$ cat src/rtl/brake_current_sampler.sv
// brake_current_sampler: times one SPI current-sense ADC conversion per active PWM edge
module brake_current_sampler #(
  parameter int ADC_BITS  = 12,
  parameter int SCLK_DIV  = 4,
  parameter int QUIET_CYC = 8
) (
  input  logic        SYSCLK,
  input  logic        OPB_RST,
  input  logic        PWM_IN,
  input  logic        POLARITY,
  input  logic        SAMPLE_TRIG,
  input  logic [31:0] SAMPLE_TIME_SET,
  input  logic        OVR_CLR,
  input  logic        ADC_SDO,
  output logic        ADC_CSb,
  output logic        ADC_SCLK,
  output logic [15:0] SAMPLE_DATA,
  output logic        SAMPLE_VALID,
  output logic        BUSY,
  output logic        OVERRUN
);
  typedef enum logic [1:0] {IDLE, DELAY, CONV, QUIET} state_t;
  localparam logic [8:0] PH_HI   = 9'(SCLK_DIV);
  localparam logic [8:0] PH_LAST = 9'(2 * SCLK_DIV - 1);
  state_t state, state_nx;
  logic pwm_d, act_edge, conv_end;
  logic [31:0] cnt;
  logic [8:0] ph;
  logic [3:0] slot;
  logic [ADC_BITS-1:0] sh;
  assign act_edge = POLARITY ? (PWM_IN & ~pwm_d) : (~PWM_IN & pwm_d);
  assign conv_end = (state == CONV) && (slot == 4'hf) && (ph == PH_LAST);
  assign ADC_CSb  = state != CONV;
  assign ADC_SCLK = !(state == CONV && ph < PH_HI);
  assign BUSY     = state != IDLE;
  always_ff @(posedge SYSCLK or posedge OPB_RST) begin
    if (OPB_RST) state <= IDLE;
    else state <= state_nx;
  end
  always_comb begin
    state_nx = state;
    case (state)
      IDLE:    state_nx = (act_edge && SAMPLE_TRIG) ? DELAY : IDLE;
      DELAY:   state_nx = (cnt == SAMPLE_TIME_SET) ? CONV : DELAY;
      CONV:    state_nx = conv_end ? QUIET : CONV;
      default: state_nx = (cnt == 32'(QUIET_CYC - 1)) ? IDLE : QUIET;
    endcase
  end
  // cnt is shared: delay count in DELAY, gap count in QUIET
  always_ff @(posedge SYSCLK or posedge OPB_RST) begin
    if (OPB_RST) begin
      pwm_d        <= 1'b0;
      cnt          <= '0;
      ph           <= '0;
      slot         <= '0;
      sh           <= '0;
      SAMPLE_DATA  <= '0;
      SAMPLE_VALID <= 1'b0;
      OVERRUN      <= 1'b0;
    end else begin
      pwm_d        <= PWM_IN;
      cnt          <= (state == IDLE || state != state_nx) ? '0 : cnt + 32'd1;
      ph           <= (state == CONV && ph != PH_LAST) ? ph + 9'd1 : '0;
      slot         <= (state != CONV) ? '0 : (ph == PH_LAST) ? slot + 4'd1 : slot;
      sh           <= (state == CONV && ph == PH_HI) ? {sh[ADC_BITS-2:0], ADC_SDO} : sh;
      SAMPLE_DATA  <= conv_end ? 16'(sh) : SAMPLE_DATA;
      SAMPLE_VALID <= conv_end;
      OVERRUN      <= (act_edge && state != IDLE) ? 1'b1 : OVR_CLR ? 1'b0 : OVERRUN;
    end
  end
endmodule

$ cat config.mk
export PLATFORM = sky130hd
export DESIGN_NAME = brake_current_sampler
export DESIGN_NICKNAME = d
export VERILOG_FILES = /design/src/rtl/brake_current_sampler.sv
export SDC_FILE = /design/constraint.sdc
export NUM_CORES = 1
export LEC_CHECK = 0
export BUFFER_PORTS_ARGS = -buffer_cell sky130_fd_sc_hd__buf_2
export CAP_MARGIN = 0
export CORE_MARGIN = 10
export CORE_UTILIZATION = 53
export CTS_BUF_LIST = sky130_fd_sc_hd__clkbuf_4
export DETAILED_ROUTE_END_ITERATION = 8
export PLACE_DENSITY = 0.75
export SLEW_MARGIN = 25
export SYNTH_ARGS = -nofsm -noshare
export SYNTH_HDL_FRONTEND = slang
export SYNTH_SLANG_ARGS = --single-unit
export TNS_END_PERCENT = 50
$ cat constraint.sdc
create_clock -name SYSCLK -period 2.9 [get_ports SYSCLK]
set_input_delay 0.87 -clock SYSCLK [delete_from_list [all_inputs] [get_ports SYSCLK]]
set_output_delay 0.87 -clock SYSCLK [all_outputs]
set_load 0.02 [all_outputs]
==> reports/metrics.sh, run 1 <==
OUTCOME='finished with violations'
VIOLATIONS='negative setup slack'
MAX_CAP_VIOLATIONS=0
TIMING.CLOCK.SKEW_NS=0.0232
NUMBER_OF_GLOBAL_ROUTE_VIAS_BEFORE_REPAIR=3128
DIE_AREA_MM2=0.0112
YOSYSWARNINGS=0
ROUTED_WIRE_LENGTH_PER_INSTANCE_UM=16.9
CP_SLOWEST_STAGE_DELAY_NS=0.56
FIRST_ITER_VIOLATIONS=114
WORST-PATH-BUF-INV=1
ARR_TIME_CRIT_PATH_NS=2.11
CTS_SINKS=74
FIN_CELLS=539
DR_WL_MET2_UM=4330
FINAL_NET_COUNT=478
CTS_TREE='built'
DP_CELLS=517
WORSTREGTOREGCELLS=6
CLKTRANSATPATHREGS_NS=0.15
SLEW-LIMIT-HEADROOM=0.496
GRT_UTIL_ALL_LAYERS=0.170
AVERAGE_CELL_AREA_AFTER_SYNTHESIS_UM2=10.4
CTS_INSERTED_BUFFERS=9
CLK_LATENCY_NS=0.43
SYNTH.DISTINCT_CELLS=44
LAYOUT_WORST_PATH_CYCLE_SHARE=1.03
SYNTH_SEQ_AREA_SHARE=0.474
CTS_ROOT_BUF='sky130_fd_sc_hd__clkbuf_4'
ROUTED_WIRELENGTH_UM=9120
ACHIEVABLE-FREQUENCY_MHz=336
FP-ROW-COUNT=31
RSZ_0062_RAISED_AFTER_GLOBAL_ROUTING='true'
WORST_EP_REQUIRED_TIME_NS=2.03
SYNTHESIS.INSTANCES=376
CTS-ROOT-TO-SINK-BUFFERS=2
DETAILED_PLACE_HPWL_UM=6630
SETUP_VIOLATIONS=1
HTREE_NUM_LEVELS=3
MET3_ROUTED_WL_UM=616
WORST_IR_DROP_ON_VDD_mV=0.314
WORST-SETUP-PATH-TYPE='flop to output port'
VIAS_PER_CELL=5.54
TIMING_MAX_TRANSITION_VIOLATIONS_FINAL=0
GP_CONGESTION=0.868
WIRE_LENGTH_ON_MET1_UM=4000
CRIT_PATH_START_KIND='flop'
SYNTHESIS.AREA_MM2=0.00391
GRT_REMAINING_OVERFLOW=0
HOLDCRITPATHCLASS='primary input to async pin'
WIRE_LENGTH_OF_THE_FIRST_GLOBAL_ROUTING_PASS_UM=15700
LEAKAGEPOWER_nW=2.13
TIMING.CRITICAL_PATH.DEPTH=4
CHIP_HEIGHT_UM=106
DETAIL_ROUTE.DRC_VIOLATIONS=0
CRIT_PATH_MAX_FANOUT=2
ANTENNA_FOUND_INITIAL=0
CP_CELL_SEQUENCE='or4_4 > or2_4 > or3_4 > buf_6'
FILL_CELLS=609
WORSTMARGINPINSLEW_NS=0.750
DRTANTENNAVIOLNETS=0
FP.COREAREA_MM2=0.00721
GRT_MAX_DEGREE=27
SYNTH.FF_LATCH_COUNT=74
PORT_BUFFERS=55
FLOORPLAN_DIE_WIDTH_UM=106
TIMING.CRITICAL_PATH.TO_TYPE='output port'
DESIGN.PORTCOUNT=60
ROUTE.VIAS.TOTAL=2984
TIMING_HOLD_VIOLATIONS_FINAL=0
POWER_DENSITY_mW_PER_MM2=468
AREA_GROWTH_SYN_TO_LAYOUT_PCT=14.3
CTSHOLDBUFFERS=0
HOLDWS_NS=0.467
DIODES=0
CRITICAL_PATH_S_TOP_DELAY_FAMILY='simple AND/OR/NAND/NOR gates'
POST-ROUTE-MIN-PERIOD_NS=2.98
FINAL_LAYOUT_SIZE_SUFFIX_GT1_FRAC=0.273
CRIT_PATH_SLOWEST_CELL='sky130_fd_sc_hd__or4_4'
INITIAL_UTILIZATION=0.542
DETAILEDROUTE.FIRSTPASSITERATIONCOUNT=4
ROUTE.TOP_LAYER_USED='met4'
WORST_SLACK_NS=-0.0758
## cells in the final DEF (no fill, tap or decap), types with 2 or more instances in the layout
cell type,instances
sky130_fd_sc_hd__nor2b_1,2
sky130_fd_sc_hd__nand4_1,16
sky130_fd_sc_hd__or2_2,2
sky130_fd_sc_hd__a2111oi_0,4
sky130_fd_sc_hd__nand2_1,16
sky130_fd_sc_hd__a21o_1,2
sky130_fd_sc_hd__buf_2,54
sky130_fd_sc_hd__and2_1,4
sky130_fd_sc_hd__clkinvlp_4,2
sky130_fd_sc_hd__a21oi_1,27
sky130_fd_sc_hd__nor3b_1,2
sky130_fd_sc_hd__inv_1,9
sky130_fd_sc_hd__or4_1,2
sky130_fd_sc_hd__and4_1,6
sky130_fd_sc_hd__mux2_2,24
sky130_fd_sc_hd__ha_1,4
sky130_fd_sc_hd__nor3_1,5
sky130_fd_sc_hd__nor4_1,16
sky130_fd_sc_hd__buf_4,13
sky130_fd_sc_hd__nor2_1,28
sky130_fd_sc_hd__xor2_1,50
sky130_fd_sc_hd__xnor2_1,15
sky130_fd_sc_hd__o21ai_0,8
sky130_fd_sc_hd__nand3_1,13
sky130_fd_sc_hd__conb_1,4
sky130_fd_sc_hd__clkbuf_4,9
sky130_fd_sc_hd__and3_1,4
sky130_fd_sc_hd__nor4b_1,2
sky130_fd_sc_hd__inv_6,3
sky130_fd_sc_hd__dfrtp_1,74
## where the power goes
group	internal, W	total, W	switching [W]
logic	0.000117	0.000272	0.000155
registers	0.00107	0.00113	0.0000616
clock network	0.000277	0.000690	0.000413
total	0.00146	0.00209	0.000630
## state kept, by name (all words and copies together), names as in the netlist
register and cells:
cnt 32, SAMPLE_DATA 12, sh 12, ph 9
slot 4, state 2, OVERRUN 1, SAMPLE_VALID 1
pwm_d 1
## routing by layer
layer  up-vias  track usage
met5         -            0
met4         0       0.0629
met3        15       0.0453
met2        92        0.271
met1      1438        0.216
li1       1439            -
## cells in the mapped netlist, drive strengths merged
| cell type | n | area (µm²) |
|---|---|---|
| dfrtp | 74 | 1850 |
| xor2 | 50 | 438 |
| nor2 | 28 | 105 |
| a21oi | 27 | 135 |
| mux2 | 24 | 270 |
| nor4 | 18 | 134 |
| nand2 | 17 | 66.3 |
| buf | 16 | 98.9 |
| nand4 | 16 | 100 |
| xnor2 | 15 | 131 |
| nand3 | 13 | 65.1 |
| inv | 10 | 37.5 |
| clkbuf | 8 | 30.0 |
| o21ai | 8 | 40.0 |
| and4 | 6 | 52.6 |
| nor3 | 5 | 25.0 |
| a2111oi | 4 | 35.0 |
| and2 | 4 | 25.0 |
| and3 | 4 | 25.0 |
| ha | 4 | 50.1 |
| nor3b | 3 | 27.5 |
| or2 | 3 | 21.3 |
| or4 | 3 | 26.3 |
| a21o | 2 | 15.0 |
| nor2b | 2 | 12.5 |
| nor4b | 2 | 17.5 |
| or3 | 2 | 13.8 |
| a211oi | 1 | 7.51 |
| a31oi | 1 | 6.26 |
| conb | 1 | 3.75 |
| mux2i | 1 | 10.0 |
| nand2b | 1 | 6.26 |
| o211ai | 1 | 12.5 |
| o21a | 1 | 7.51 |
| o22ai | 1 | 6.26 |
## timing repair
action | 4_1_cts | 5_1_grt
gates resized for setup | 3 | 0
buffers inserted | 5 | 1
setup endpoints to repair | 1 | 1
pin swaps | 2 | 1
## cell families after synthesis
logic type,Yosys count,share of synthesized area
simple gates,127,0.185
fa+ha+maj,4,0.0128
flops,74,0.474
buf+inv,34,0.0426
other cells,1,0.000959
compound gates,46,0.0678
mux,25,0.0717
xor+xnor,65,0.146
## stage by stage
step	setup slack [ns]	util	cell area [µm²]	power, W	TNS [ns]
detailed placement	0.189	0.591	4260	0.00142	0
finish	-0.0758	0.619	4470	0.00209	-0.0758
global route	-0.131	0.619	4470	0.00219	-0.131
global placement	0.233	0.591	4260	0.00141	0
CTS	-0.0664	0.618	4460	0.00211	-0.0664
floorplan	0.148	-	3920	0.00132	0
## area by class of cell
class                      instances  area, µm²  share of cell area
clock buffer                       9       67.6              0.0151
clock inverter                     7       82.6              0.0185
inverter                          10       37.5             0.00840
multi-input combinational        271       1910               0.427
sequential                        74       1850               0.414
tap                               99        124              0.0277
timing repair buffer              69        399              0.0893
## worst paths after layout
check,startpoint,to,slack (ns)
max in group asynchronous,OPB_RST,ph[4],1.77
max reg2reg,ph[4],sh[7],0.49
min,OPB_RST,SAMPLE_DATA[3],0.47
min reg2reg,ph[0],ph[0],0.50
min in group SYSCLK,ph[0],ph[0],0.50
max,ph[4],ADC_SCLK,-0.08
(Power assumes the default switching activity.)
==> inputs of run 2 (changes only) <==
- CORE_UTILIZATION: 53 -> 59
- CTS_BUF_LIST: sky130_fd_sc_hd__clkbuf_4 -> sky130_fd_sc_hd__clkbuf_8
- PLACE_DENSITY: 0.75 -> 0.79
- clock period: 2.9 -> 2.76 ns (I/O delays scaled with it)
==> reports/metrics.sh, run 2 (synthesis gave the netlist of run 1 again) <==
CTS-ROOT-TO-SINK-BUFFERS=2  # unchanged
CRITICAL_PATH.REG2REG.ENDPOINT='sh[9]'
DRTANTENNAVIOLNETS=0  # unchanged
TIMING_MAX_TRANSITION_VIOLATIONS_FINAL=0  # unchanged
AREA_GROWTH_SYN_TO_LAYOUT_PCT=14.2
MULTI_INPUT_COMB_AREA_MM2=0.00191  # unchanged
WORST_SLACK_NS=-0.0525  # +0.0233 ns
MET3_ROUTED_WL_UM=589  # -4.4%
DR_WL_MET2_UM=4420  # +1.9%
ACHIEVABLE-FREQUENCY_MHz=356
CHIP_HEIGHT_UM=101  # -4.2%
TIMING.CRITICAL_PATH.TO_TYPE='output port'
FLIP_FLOP_COUNT_OF_THE_LARGEST_REGISTER_ALL_COPIES_AND_WORDS_ADDED=32  # unchanged
DETAILED_PLACE_HPWL_UM=6500  # -2.0%
DIE_AREA_MM2=0.0103  # -8.3%
RSZ_0062_RAISED_AFTER_GLOBAL_ROUTING='true'
OUTCOME='finished with violations'
LARGESTREGISTERS='cnt: 32 flops, SAMPLE_DATA: 12 flops, sh: 12 flops'
HOLDCRITPATHCLASS='primary input to async pin'
VIOLATIONS='negative setup slack'
INITIAL_UTILIZATION=0.612  # +0.0703
PORT_BUFFERS=55  # unchanged
FIRST_ITER_VIOLATIONS=209  # +83%
DIODES=0  # unchanged
MAX_CAP_VIOLATIONS=0  # unchanged
WORST_EP_REQUIRED_TIME_NS=1.93  # -0.10 ns
WORST_IR_DROP_ON_VDD_mV=0.352  # +12%
SETUP_VIOLATIONS=1  # unchanged
CLKTRANSATPATHREGS_NS=0.08  # -0.07 ns
ROUTED_WIRELENGTH_UM=9040  # -0.95%
POST_DP_CELL_AREA_MM2=0.00423  # -0.82%
TIMING.RR.START='ph[3]'
GRT_UTIL_ALL_LAYERS=0.183  # +0.0134
FINAL_NET_COUNT=477  # -0.21%
GRT_MAX_DEGREE=56  # +110%
WORST-SETUP-PATH-TYPE='flop to output port'
GP_CONGESTION=0.919  # +5.9%
ROUTED_WIRE_LENGTH_PER_INSTANCE_UM=17.5  # +3.5%
LEAKAGEPOWER_nW=2.15  # +0.75%
REG2REG_SETUP_SLACK_NS=0.23  # -0.26 ns
LAYOUT_WORST_PATH_CYCLE_SHARE=1.02
CRIT_PATH_START_KIND='flop'
AREA.SEQUENTIAL_MM2=0.00185  # unchanged
CLK_LATENCY_NS=0.36  # -0.07 ns
DETAILEDROUTE.FIRSTPASSITERATIONCOUNT=5  # +1
ARR_TIME_CRIT_PATH_NS=1.98  # -0.13 ns
POSTLAYOUTCOREUTIL=0.699  # +0.0796
FP.COREAREA_MM2=0.00639  # -11%
GRT_REMAINING_OVERFLOW=0  # unchanged
WIRE_LENGTH_ON_MET1_UM=3880  # -2.9%
SLEW-LIMIT-HEADROOM=0.471  # -0.0241
FILL_CELLS=490  # -20%
CTS_SINKS=74  # unchanged
CTS_INSERTED_BUFFERS=9  # unchanged
MOSTFREQUENTLAYOUTCELLS='sky130_fd_sc_hd__dfrtp_1 (74), sky130_fd_sc_hd__buf_2 (54), sky130_fd_sc_hd__xor2_1 (50), sky130_fd_sc_hd__nor2_1 (28), sky130_fd_sc_hd__a21oi_1 (27)'
POWER_DENSITY_mW_PER_MM2=504  # +7.6%
CTS_TREE='built'
ANTENNA_FOUND_INITIAL=0  # unchanged
ROUTE.VIAS.TOTAL=3026  # +1.4%
FP-ROW-COUNT=29  # -6.5%
FINAL_AREA_MM2=0.00446  # -0.11%
FLOORPLAN_DIE_WIDTH_UM=101  # -4.2%
FINAL_LAYOUT_SIZE_SUFFIX_GT1_FRAC=0.269  # -0.00393
COMMONEST_NON_FILL_NON_TAP_CELL_IN_THE_LAYOUT='sky130_fd_sc_hd__dfrtp_1'
CTS_ROOT_BUF='sky130_fd_sc_hd__clkbuf_8'
CTSHOLDBUFFERS=0  # unchanged
WORSTMARGINPINSLEW_NS=0.786  # +0.0358 ns
ROUTE.TOP_LAYER_USED='met4'
HTREE_NUM_LEVELS=3  # unchanged
DESIGN.PORTCOUNT=60  # unchanged
WORSTREGTOREGCELLS=7  # +1
TIMING_HOLD_VIOLATIONS_FINAL=0  # unchanged
DETAIL_ROUTE.DRC_VIOLATIONS=0  # unchanged
VIAS_PER_CELL=5.86  # +5.9%
CRIT_PATH_MAX_FANOUT=2  # unchanged
WIRE_LENGTH_OF_THE_FIRST_GLOBAL_ROUTING_PASS_UM=15000  # -4.0%
POST-ROUTE-MIN-PERIOD_NS=2.81
REGISTER_RANKED_FIRST_BY_FLIP_FLOP_COUNT='cnt'
NUMBER_OF_GLOBAL_ROUTE_VIAS_BEFORE_REPAIR=3097  # -0.99%
TIMING.CLOCK.SKEW_NS=0.0153  # -0.00787 ns
==> run 2: cell count changes in the layout (fill, tap and decap cells not counted), sizes merged <==
| cell | previous run | this run |
|---|---|---|
| inv | 14 | 12 |
| clkinvlp | 2 | 1 |
| clkinv | 0 | 3 |
| buf | 69 | 68 |
| clkbuf | 9 | 10 |
| bufinv | 1 | 0 |
==> run 2: layer usage <==
metal / global-route usage / vias up
met1: 0.221 / 1485
met2: 0.307 / 97
met3: 0.0517 / 15
li1: - / 1429
met4: 0.0600 / 0
met5: 0 / -
==> run 2: critical path, cell delays in order (launching register included) <==
cell and delay [ns]:
sky130_fd_sc_hd__dfrtp_1 0.38, sky130_fd_sc_hd__or4_4 0.54, sky130_fd_sc_hd__or2_4 0.25, sky130_fd_sc_hd__or3_4 0.33
sky130_fd_sc_hd__buf_6 0.14
==> run 2: worst max path at each step <==
stage	start	to	slack, ns	cells past startpoint
4_1_cts	ph[5]	ADC_SCLK	-0.06	4
6_report	ph[3]	ADC_SCLK	-0.05	4
3_5_place_dp	ph[4]	ADC_SCLK	0.14	4
5_1_grt	ph[3]	ADC_SCLK	-0.09	4
3_3_place_gp	ph[4]	ADC_SCLK	0.17	4
2_1_floorplan	OPB_RST	OVERRUN	0.05	1
==> run 2: what timing repair did <==
action                                  in CTS  in global routing
endpoints found under the setup margin       1                  1
resized for setup                            3                  0
buffers inserted                             5                  1
pin swaps                                    2                  2
==> run 2: report_power, final <==
| group | leakage [nW] | internal, W | switching, W |
|---|---|---|---|
| Clock | 0.0941 | 0.000352 | 0.000425 |
| Combinational | 1.03 | 0.000118 | 0.000163 |
| Sequential | 1.02 | 0.00112 | 0.0000688 |
| Total | 2.15 | 0.00159 | 0.000657 |
==> run 2: final cells by class <==
type                       count  area share
multi-input combinational    271       0.427
tap                           77      0.0216
timing repair buffer          68      0.0877
sequential                    74       0.415
clock inverter                 6     0.00953
clock buffer                  10      0.0308
inverter                      10     0.00841
==> run 2: per-stage QoR <==
stage                     power (W)  setup slack, ns  hold WS (ns)  setup TNS (ns)  std cells
after floorplan             0.00139           0.0504         0.452               0        379
after global placement      0.00148            0.167         0.470               0        494
after detailed placement    0.00149            0.137         0.482               0        494
after CTS                   0.00226          -0.0640         0.479         -0.0640        515
after global routing        0.00235          -0.0892         0.487         -0.0892        516
final                       0.00225          -0.0525         0.476         -0.0525        516
